`src/rtl/ex_pkg.sv`:
```
// Shared types for the ID/EX operand stage.
// ALU op codes, buffered entry layout and default widths.
package ex_pkg;

   localparam int XLEN_DEF = 32;
   localparam int RA_W_DEF = 5;

   typedef enum logic [3:0] {
      ALU_ADD  = 4'd0,
      ALU_SUB  = 4'd1,
      ALU_SLL  = 4'd2,
      ALU_SLT  = 4'd3,
      ALU_SLTU = 4'd4,
      ALU_XOR  = 4'd5,
      ALU_SRL  = 4'd6,
      ALU_SRA  = 4'd7,
      ALU_OR   = 4'd8,
      ALU_AND  = 4'd9,
      ALU_GE   = 4'd10,
      ALU_EQ   = 4'd11,
      ALU_NE   = 4'd12,
      ALU_GEU  = 4'd13
   } alu_op_e;

   typedef struct packed {
      alu_op_e               alu_ctrl;
      logic                  src_a_sel;
      logic                  src_b_sel;
      logic [RA_W_DEF-1:0]   rs1_addr;
      logic [RA_W_DEF-1:0]   rs2_addr;
      logic [RA_W_DEF-1:0]   rd_addr;
      logic [XLEN_DEF-1:0]   rs1_data;
      logic [XLEN_DEF-1:0]   rs2_data;
      logic [XLEN_DEF-1:0]   pc;
      logic [XLEN_DEF-1:0]   imm;
   } ex_entry_t;

endpackage

```
`src/rtl/ex_operand_stage_fwd_mux.sv`:
```
// Operand bypass for one source register.
// MEM beats WB; x0 always resolves to zero.
module ex_fwd_mux
   import ex_pkg::*;
#(
   parameter int XLEN = XLEN_DEF,
   parameter int RA_W = RA_W_DEF
) (
   input  logic [RA_W-1:0] addr_i,
   input  logic [XLEN-1:0] rf_data_i,
   input  logic            mem_we_i,
   input  logic [RA_W-1:0] mem_rd_i,
   input  logic [XLEN-1:0] mem_data_i,
   input  logic            wb_we_i,
   input  logic [RA_W-1:0] wb_rd_i,
   input  logic [XLEN-1:0] wb_data_i,
   output logic [XLEN-1:0] data_o
);

   logic is_x0;
   logic mem_hit;
   logic wb_hit;

   assign is_x0   = (addr_i == '0);
   assign mem_hit = !is_x0 && mem_we_i && (mem_rd_i == addr_i);
   assign wb_hit  = !is_x0 && !mem_hit && wb_we_i &&
                    (wb_rd_i == addr_i);

   always_comb begin
      data_o = rf_data_i;
      unique case (1'b1)
         is_x0:   data_o = '0;
         mem_hit: data_o = mem_data_i;
         wb_hit:  data_o = wb_data_i;
         default: data_o = rf_data_i;
      endcase
   end

endmodule

```
`src/rtl/ex_operand_stage.sv`:
```
// ID/EX boundary: 2-entry skid buffer with head-side forwarding
// and ALU operand selection.
module ex_operand_stage
   import ex_pkg::*;
#(
   parameter int XLEN = XLEN_DEF,
   parameter int RA_W = RA_W_DEF
) (
   input  logic            clk,
   input  logic            rst_n,
   input  logic            flush,
   input  logic            in_valid,
   output logic            in_ready,
   input  logic [3:0]      in_alu_ctrl,
   input  logic            in_src_a_sel,
   input  logic            in_src_b_sel,
   input  logic [RA_W-1:0] in_rs1_addr,
   input  logic [RA_W-1:0] in_rs2_addr,
   input  logic [RA_W-1:0] in_rd_addr,
   input  logic [XLEN-1:0] in_rs1_data,
   input  logic [XLEN-1:0] in_rs2_data,
   input  logic [XLEN-1:0] in_pc,
   input  logic [XLEN-1:0] in_imm,
   input  logic            fwd_mem_we,
   input  logic            fwd_wb_we,
   input  logic [RA_W-1:0] fwd_mem_rd,
   input  logic [RA_W-1:0] fwd_wb_rd,
   input  logic [XLEN-1:0] fwd_mem_data,
   input  logic [XLEN-1:0] fwd_wb_data,
   output logic            out_valid,
   input  logic            out_ready,
   output logic [3:0]      out_alu_ctrl,
   output logic [XLEN-1:0] out_a,
   output logic [XLEN-1:0] out_b,
   output logic [XLEN-1:0] out_store_data,
   output logic [RA_W-1:0] out_rd_addr
);

   ex_entry_t head_q, head_d;
   ex_entry_t tail_q, tail_d;
   logic [1:0] count_q, count_d;
   ex_entry_t in_entry;
   logic push;
   logic pop;
   logic [XLEN-1:0] rs1_val;
   logic [XLEN-1:0] rs2_val;

   assign in_ready  = (count_q != 2'd2);
   assign out_valid = (count_q != 2'd0);
   assign push      = in_valid && in_ready;
   assign pop       = out_valid && out_ready;

   always_comb begin
      in_entry           = '0;
      in_entry.alu_ctrl  = alu_op_e'(in_alu_ctrl);
      in_entry.src_a_sel = in_src_a_sel;
      in_entry.src_b_sel = in_src_b_sel;
      in_entry.rs1_addr  = in_rs1_addr;
      in_entry.rs2_addr  = in_rs2_addr;
      in_entry.rd_addr   = in_rd_addr;
      in_entry.rs1_data  = in_rs1_data;
      in_entry.rs2_data  = in_rs2_data;
      in_entry.pc        = in_pc;
      in_entry.imm       = in_imm;
   end

   always_comb begin
      head_d  = head_q;
      tail_d  = tail_q;
      count_d = count_q;
      if (flush) begin
         count_d = 2'd0;
      end else begin
         unique case (count_q)
            2'd0: begin
               if (push) begin
                  head_d  = in_entry;
                  count_d = 2'd1;
               end
            end
            2'd1: begin
               // push+pop at count 1: the new entry replaces head
               if (push && pop) begin
                  head_d = in_entry;
               end else if (push) begin
                  tail_d  = in_entry;
                  count_d = 2'd2;
               end else if (pop) begin
                  count_d = 2'd0;
               end
            end
            2'd2: begin
               if (pop) begin
                  head_d  = tail_q;
                  count_d = 2'd1;
               end
            end
            default: count_d = 2'd0;
         endcase
      end
   end

   always_ff @(posedge clk or negedge rst_n) begin
      if (!rst_n) begin
         head_q  <= '0;
         tail_q  <= '0;
         count_q <= 2'd0;
      end else begin
         head_q  <= head_d;
         tail_q  <= tail_d;
         count_q <= count_d;
      end
   end

   ex_fwd_mux #(.XLEN(XLEN), .RA_W(RA_W)) u_fwd_rs1 (
      .addr_i     (head_q.rs1_addr),
      .rf_data_i  (head_q.rs1_data),
      .mem_we_i   (fwd_mem_we),
      .mem_rd_i   (fwd_mem_rd),
      .mem_data_i (fwd_mem_data),
      .wb_we_i    (fwd_wb_we),
      .wb_rd_i    (fwd_wb_rd),
      .wb_data_i  (fwd_wb_data),
      .data_o     (rs1_val)
   );

   ex_fwd_mux #(.XLEN(XLEN), .RA_W(RA_W)) u_fwd_rs2 (
      .addr_i     (head_q.rs2_addr),
      .rf_data_i  (head_q.rs2_data),
      .mem_we_i   (fwd_mem_we),
      .mem_rd_i   (fwd_mem_rd),
      .mem_data_i (fwd_mem_data),
      .wb_we_i    (fwd_wb_we),
      .wb_rd_i    (fwd_wb_rd),
      .wb_data_i  (fwd_wb_data),
      .data_o     (rs2_val)
   );

   always_comb begin
      out_alu_ctrl   = '0;
      out_a          = '0;
      out_b          = '0;
      out_store_data = '0;
      out_rd_addr    = '0;
      if (out_valid) begin
         out_alu_ctrl   = head_q.alu_ctrl;
         out_a          = head_q.src_a_sel ? head_q.pc : rs1_val;
         out_b          = head_q.src_b_sel ? head_q.imm : rs2_val;
         out_store_data = rs2_val;
         out_rd_addr    = head_q.rd_addr;
      end
   end

endmodule

```
`config.mk`:
```
export PLATFORM = sky130hd
export DESIGN_NAME = ex_operand_stage
export DESIGN_NICKNAME = d
export VERILOG_FILES = /design/src/rtl/ex_pkg.sv /design/src/rtl/ex_operand_stage_fwd_mux.sv /design/src/rtl/ex_operand_stage.sv
export SDC_FILE = /design/constraint.sdc
export NUM_CORES = 1
export LEC_CHECK = 0
export ABC_AREA = 1
export BUFFER_PORTS_ARGS = -buffer_cell sky130_fd_sc_hd__buf_2
export CAP_MARGIN = 20
export CORE_UTILIZATION = 40
export DETAILED_ROUTE_END_ITERATION = 7
export GPL_TIMING_DRIVEN = 0
export PLACE_DENSITY_LB_ADDON = 0.15
export SYNTH_ARGS = -nofsm -noshare
export SYNTH_HDL_FRONTEND = slang
export SYNTH_SLANG_ARGS = --single-unit
```
`constraint.sdc`:
```
create_clock -name clk -period 2.9 [get_ports clk]
set_input_delay 0.58 -clock clk [delete_from_list [all_inputs] [get_ports clk]]
set_output_delay 0.58 -clock clk [all_outputs]
set_load 0.03 [all_outputs]
```
* Yosys cells after proc, flatten, opt, wreduce, memory -nomap -nowiden
Cells that the tools add are included.
Word-level totals: bits in registers 300, input port bits 230, output and inout port bits 107
Cells by class: equality and inequality tests 14, mux-type cells 20, bitwise logic cells 2, reduce and logical (&&, ||, !) cells 25
Operators with widths (number):
- 2-to-1 mux 149 bit | 3
- one-hot mux 149 bit (3 select lines) | 1
- one-hot mux 32 bit (3 select lines) | 2
- 2-to-1 mux 32 bit | 5
- equality test 5 bit | 4
- logical AND 1 bit | 13
- 2-to-1 mux 2 bit | 6
- zero test 5 bit | 2
- != test 3 bit (second input constant) | 3
- != test 2 bit (second input constant) | 4
- AND reduction 4 bit | 2
- one-hot mux 2 bit (3 select lines) | 1
- 2-to-1 mux 5 bit | 1
- AND reduction 5 bit | 1
- zero test 1 bit | 4
- 2-to-1 mux 4 bit | 1
- != test 4 bit (second input constant) | 1
- nonzero test 3 bit | 1
- equality test 2 x 1 -> 1 bit (second input constant) | 1
- equality test 2 bit (second input constant) | 1
- zero test 2 bit | 1
- NOT 1 bit | 2
- nonzero test 2 bit | 1

* Depth between registers and ports, before layout
word-level depth 11, mapped depth 14

* Cells and area by module
From an unflattened synthesis, not the netlist that was laid out.
Unflattened totals: cell total of the unflattened synthesis 2304, area, all modules 16518.3 µm²
Modules (own cells, without submodules):
- ex_operand_stage | times used 1, cells each 1896, area an instance 14441.4 µm², sequential area each 7507.2 µm²
- ex_fwd_mux | times used 2, cells each 204, area an instance 1038.5 µm², sequential area each 0.0 µm²

* Worst setup path after synthesis
OpenSTA, ideal clock, no wires.
path type input to output, from input fwd_mem_rd[2], to output out_b[10], arrival 2.156 ns, data required time 2.320 ns, slack 0.164 ns, stages 14, path buffers 1, path through inv_1 nand2_1 nand2_1 inv_1 nor2_1 nand2_1 nor2_1 clkbuf_1 nand2_1 nand2_1 inv_1 nand2_1 nand2_1 a21oi_1
On the way: cells in the longest elaborated chain, start to end 9
RTL lines:
- start, declared | line ex_operand_stage.sv:26 | input logic [RA_W-1:0] fwd_mem_rd,
- equality test 5 bit (*) | line ex_operand_stage_fwd_mux.sv:25 | assign mem_hit = !is_x0 && mem_we_i && (mem_rd_i == addr_i);
- logical AND 1 bit (*) | line ex_operand_stage_fwd_mux.sv:25
- zero test 1 bit | line ex_operand_stage_fwd_mux.sv:26 | assign wb_hit = !is_x0 && !mem_hit && wb_we_i &&
- logical AND 1 bit (3 in a row) | line ex_operand_stage_fwd_mux.sv:26
- one-hot mux 32 bit (3 select lines) (*) | line ex_operand_stage_fwd_mux.sv:31 | unique case (1'b1)
- 2-to-1 mux 32 bit (*) | line ex_operand_stage.sv:148 | out_b = head_q.src_b_sel ? head_q.imm : rs2_val;
- 2-to-1 mux 32 bit (*) | line ex_operand_stage.sv:145 | if (out_valid) begin
- end, declared | line ex_operand_stage.sv:34 | output logic [XLEN-1:0] out_b,
Every way passes the cells marked *; elsewhere a longest branch is shown, timed or not.

* Worst setup path after layout
from register head_q[134] (netlist name), to output out_b[17]
On the way: cells in the longest elaborated chain, start to end 11, elaborated cells between the ends (all ways) 13, those cells by class eq/ne (2); mux (3); reduce/logical (8)
RTL lines:
- start, declared | line ex_operand_stage.sv:39 | ex_entry_t head_q, head_d;
- start signal, assigned | line ex_operand_stage.sv:105 | head_q <= '0;
- start signal, assigned | line ex_operand_stage.sv:109 | head_q <= head_d;
- zero test 5 bit | line ex_operand_stage_fwd_mux.sv:24 | assign is_x0 = (addr_i == '0);
- zero test 1 bit | line ex_operand_stage_fwd_mux.sv:25, ex_operand_stage_fwd_mux.sv:26
- logical AND 1 bit (2 in a row) | line ex_operand_stage_fwd_mux.sv:25
- zero test 1 bit | line ex_operand_stage_fwd_mux.sv:26
- logical AND 1 bit (3 in a row) | line ex_operand_stage_fwd_mux.sv:26
- one-hot mux 32 bit (3 select lines) (*) | line ex_operand_stage_fwd_mux.sv:31
- 2-to-1 mux 32 bit (*) | line ex_operand_stage.sv:148
- 2-to-1 mux 32 bit (*) | line ex_operand_stage.sv:145
Marks and branches as above.

==> flow_summary_export.csv <==
group,metric,value,unit
status,violations,"setup timing",
worst_setup_path,path_class,"reg -> out",
final_layout,finish.instance_area,0.0217,mm2
floorplan,die_x,204,um
place,place_ws,-729,ps
worst_setup_path,path_max_fanout,8,
place,dp.final_hpwl,49.3,mm
timing,timing.hold.ws,36.4,ps
timing,setup_ws,-246,ps
worst_setup_path,cp-end-kind,"output port",
clocking,cts_tree,"yes",
worst_setup_path,crit_buf_inv,5,
grt,grt_pass1_wl,96.6,mm
worst_setup_path,critPathLaunch,"head_q[134]",
timing,setup_viol,97,
worst_setup_path,cp_common_cell,"nor2_4",
grt,grt_usage,30.9,%
timing,fin_skew,10.7,ps
final_layout,drive_gt1_share,25.4,%
floorplan,coreArea,0.0399,mm2
timing,min_period_over_period,108,%
pwr,cellLeakagePower,10.9,nW
worst_setup_path,reg2reg_from,"count_q[1]",
yosys,synth_edf_count,0,
run,maxCapViolations,0,
worst_setup_path,required,2320,ps
pwr,power.total,16.7,mW
drt,ant_nets,0,
clocking,numCtsBuffers,37,
yosys,ys.flop_type,"dfrtp_1",
worst_setup_path,crit_family,"simple AND/OR/NAND/NOR gates",
floorplan,die-area,0.0414,mm2
drt,drt_wl_total,64.7,mm
timing,finalHoldViolCount,0,
worst_setup_path,cpMaxStageDelayCell,"dfrtp_2",
clocking,cts_max_path_buffers,3,
status,outcome,"complete, but fails checks",
yosys,yosysSeqAreaShare,46.2,%
clocking,cts.sinks,300,
drt,wl_per_cell,20.2,um
yosys,synth_cell_type_count,22,
drt,dr_total_vias,17000,
floorplan,boundaryPins,337,
timing,timing.fmax,0.318,GHz
pwr,cellPowerDensity,769,mW/mm2
floorplan,rows,73,
worst_setup_path,crit_chain,"nor2_1 > nand2_1 > nor2_4 > inv_4 > nand2_4 > nor2_4 > buf_12 > nor2_4 > buf_12 > clkbuf_8 > nand3_2 > nand2_2 > a21oi_2 > buf_6",
yosys,async_reset_ff_share,100,%
timing,slew-limit-headroom,30.1,%
yosys,syn_inst,2241,
final_layout,nets,2864,
clocking,clk_pin_slew_worst_paths,60,ps
drt,dr.pass1.iters,5,
timing,slew_viol_final,0,
drt,drc,0,
final_layout,final_util,54.3,%
yosys,yosysWarnings,0,
worst_setup_path,crit_path_start_kind,"flop",
grt,grt_pass1_vias,16300,
hold_path,hold_class,"in -> async",
clocking,cts_max_level,2,
worst_setup_path,critical_path.max_stage_delay,440,ps
grt,grt_start_max_net_pins,119,
drt,viasPerCell,5.32,
yosys,ys_ff_latch,300,
final_layout,regArea,0.00751,mm2
final_layout,fill_cells,3920,
clocking,insertion_delay,520,ps
worst_setup_path,arrival,2570,ps
yosys,synthesis.area,0.0162,mm2
floorplan,chipHeight,204,um
timing,worstMarginPinSlew,1050,ps
worst_setup_path,r2r_setup_slack,170,ps
grt,grt_overflow,0,
drt,initialDrtViolationCount,1443,
place,portBuffers,336,
place,place.gp.congestion,0.960,
grt,antenna_found_initial,12,
pwr,max-vdd-ir-drop,0.437,mV
yosys,syn_area_per_cell,7.25,um2
place,postPlaceCellArea,0.0187,mm2
timing,rsz0062_at_grt,"yes",
floorplan,initial_core_util,40.7,%
clocking,cts_root_buf,"clkbuf_16",
timing,period_minus_slack,3150,ps
final_layout,area_delta_synth_final,33.4,%
clocking,cts_hold_buf,0,
final_layout,multi_input_comb_area,0.00792,mm2
yosys,synth_nets,2471,
==> metal layers <==
layer / track usage (%) / vias to the layer above / wire length [um]
li1: - / 8017 / -
met1: 44.3 / 8237 / 28800
met2: 49.3 / 637 / 29800
met3: 4.17 / 91 / 4500
met4: 7.76 / 10 / 1500
met5: 0 / - / 67
==> registers in the layout, summed over array words and instances, names as in the netlist <==
register,cells
count_q,2
tail_q,149
head_q,149
==> metrics by stage <==
stage                     setup TNS [ps]  cells
after floorplan                        0   2241
after global placement          -1509620   3102
after detailed placement         -125950   3104
after CTS                         -21020   3184
after global routing              -26440   3190
final                             -14520   3195
==> final cells by class <==
cell class,instances,share of cell area [%]
diodes,9,0.104
repair buffers,355,10.9
plain buffers,165,4.21
multi-input cells,1491,36.5
well taps,525,3.03
flip-flops and latches,300,34.6
clock inverters,12,0.456
clock buffers,54,5.23
inverters,284,4.93
==> timing repair <==
item,in CTS,in global routing
endpoints found under the hold margin,0,0
pin swaps,60,16
cloned,5,0
resized for setup,412,92
setup endpoints to repair,351,213
buffers inserted,9,4
==> where the power goes <==
group	internal (mW)	total, mW	leakage [nW]	switching (mW)
clock	2.80	4.66	0.613	1.86
sequential	5.37	5.92	3.46	0.549
combinational	2.16	6.08	6.81	3.92
==> placed cells by master, fill, tap and decap left out, types with 3 or more instances in the layout <==
cell type	synthesis	routed
nand2_2	0	38
a21oi_2	0	37
diode_2	0	9
clkbuf_2	0	21
a21oi_1	142	88
inv_2	5	15
buf_8	0	6
o21ai_0	241	241
inv_1	279	268
dfrtp_1	300	299
clkbuf_1	131	90
clkinv_2	0	7
nor2_1	135	113
nand4_1	65	65
buf_12	0	3
nand3_1	69	42
nor2_4	0	9
clkbuf_16	0	40
clkbuf_8	0	17
buf_6	0	55
a21oi_4	0	17
o21ai_1	53	53
o211ai_1	54	54
nand3_2	0	15
clkbuf_4	0	11
nor2_2	0	13
buf_2	17	260
nand2_1	629	569
buf_4	9	67
nand2_4	0	22
nand3_4	0	12
o21a_1	97	97
==> worst reg2reg max path: stages (launching register included) <==
cell	delay, ps
dfrtp_1	420
inv_2	60
nand2_1	160
nor3b_1	80
nand2_1	80
clkbuf_2	420
clkbuf_2	530
clkbuf_1	660
a21oi_1	170
==> final timing paths <==
path | end | cells past startpoint
min in group clk | count_q[1] | 2
max in group asynchronous | tail_q[23] | 2
min reg2reg | tail_q[55] | 2
max reg2reg | tail_q[97] | 8
min | tail_q[129] | 1
max | out_b[17] | 14
==> cells by family (layout without fill, tap and decap cells) <==
family / count (synthesis) / after routing / share of synthesized area [%]
compound gates: 590 / 590 / 20.7
other cells: 0 / 9 / 0
flops: 300 / 300 / 46.2
simple gates: 900 / 900 / 22.4
xor+xnor: 1 / 1 / 0.0539
buf+inv: 450 / 870 / 10.7
==> synthesized netlist by cell type, drive strengths merged, types with 35 or more instances <==
master	n	share of area, %
a21oi	142	4.4
nor2	135	3.1
clkbuf	131	3.0
o211ai	54	2.5
buf	35	1.1
nand3	69	2.1
inv	284	6.6
nand4	65	2.5
nand2	629	15
o21ai	294	9.1
dfrtp	300	46
o21a	97	4.5
(Power assumes the default switching activity.)
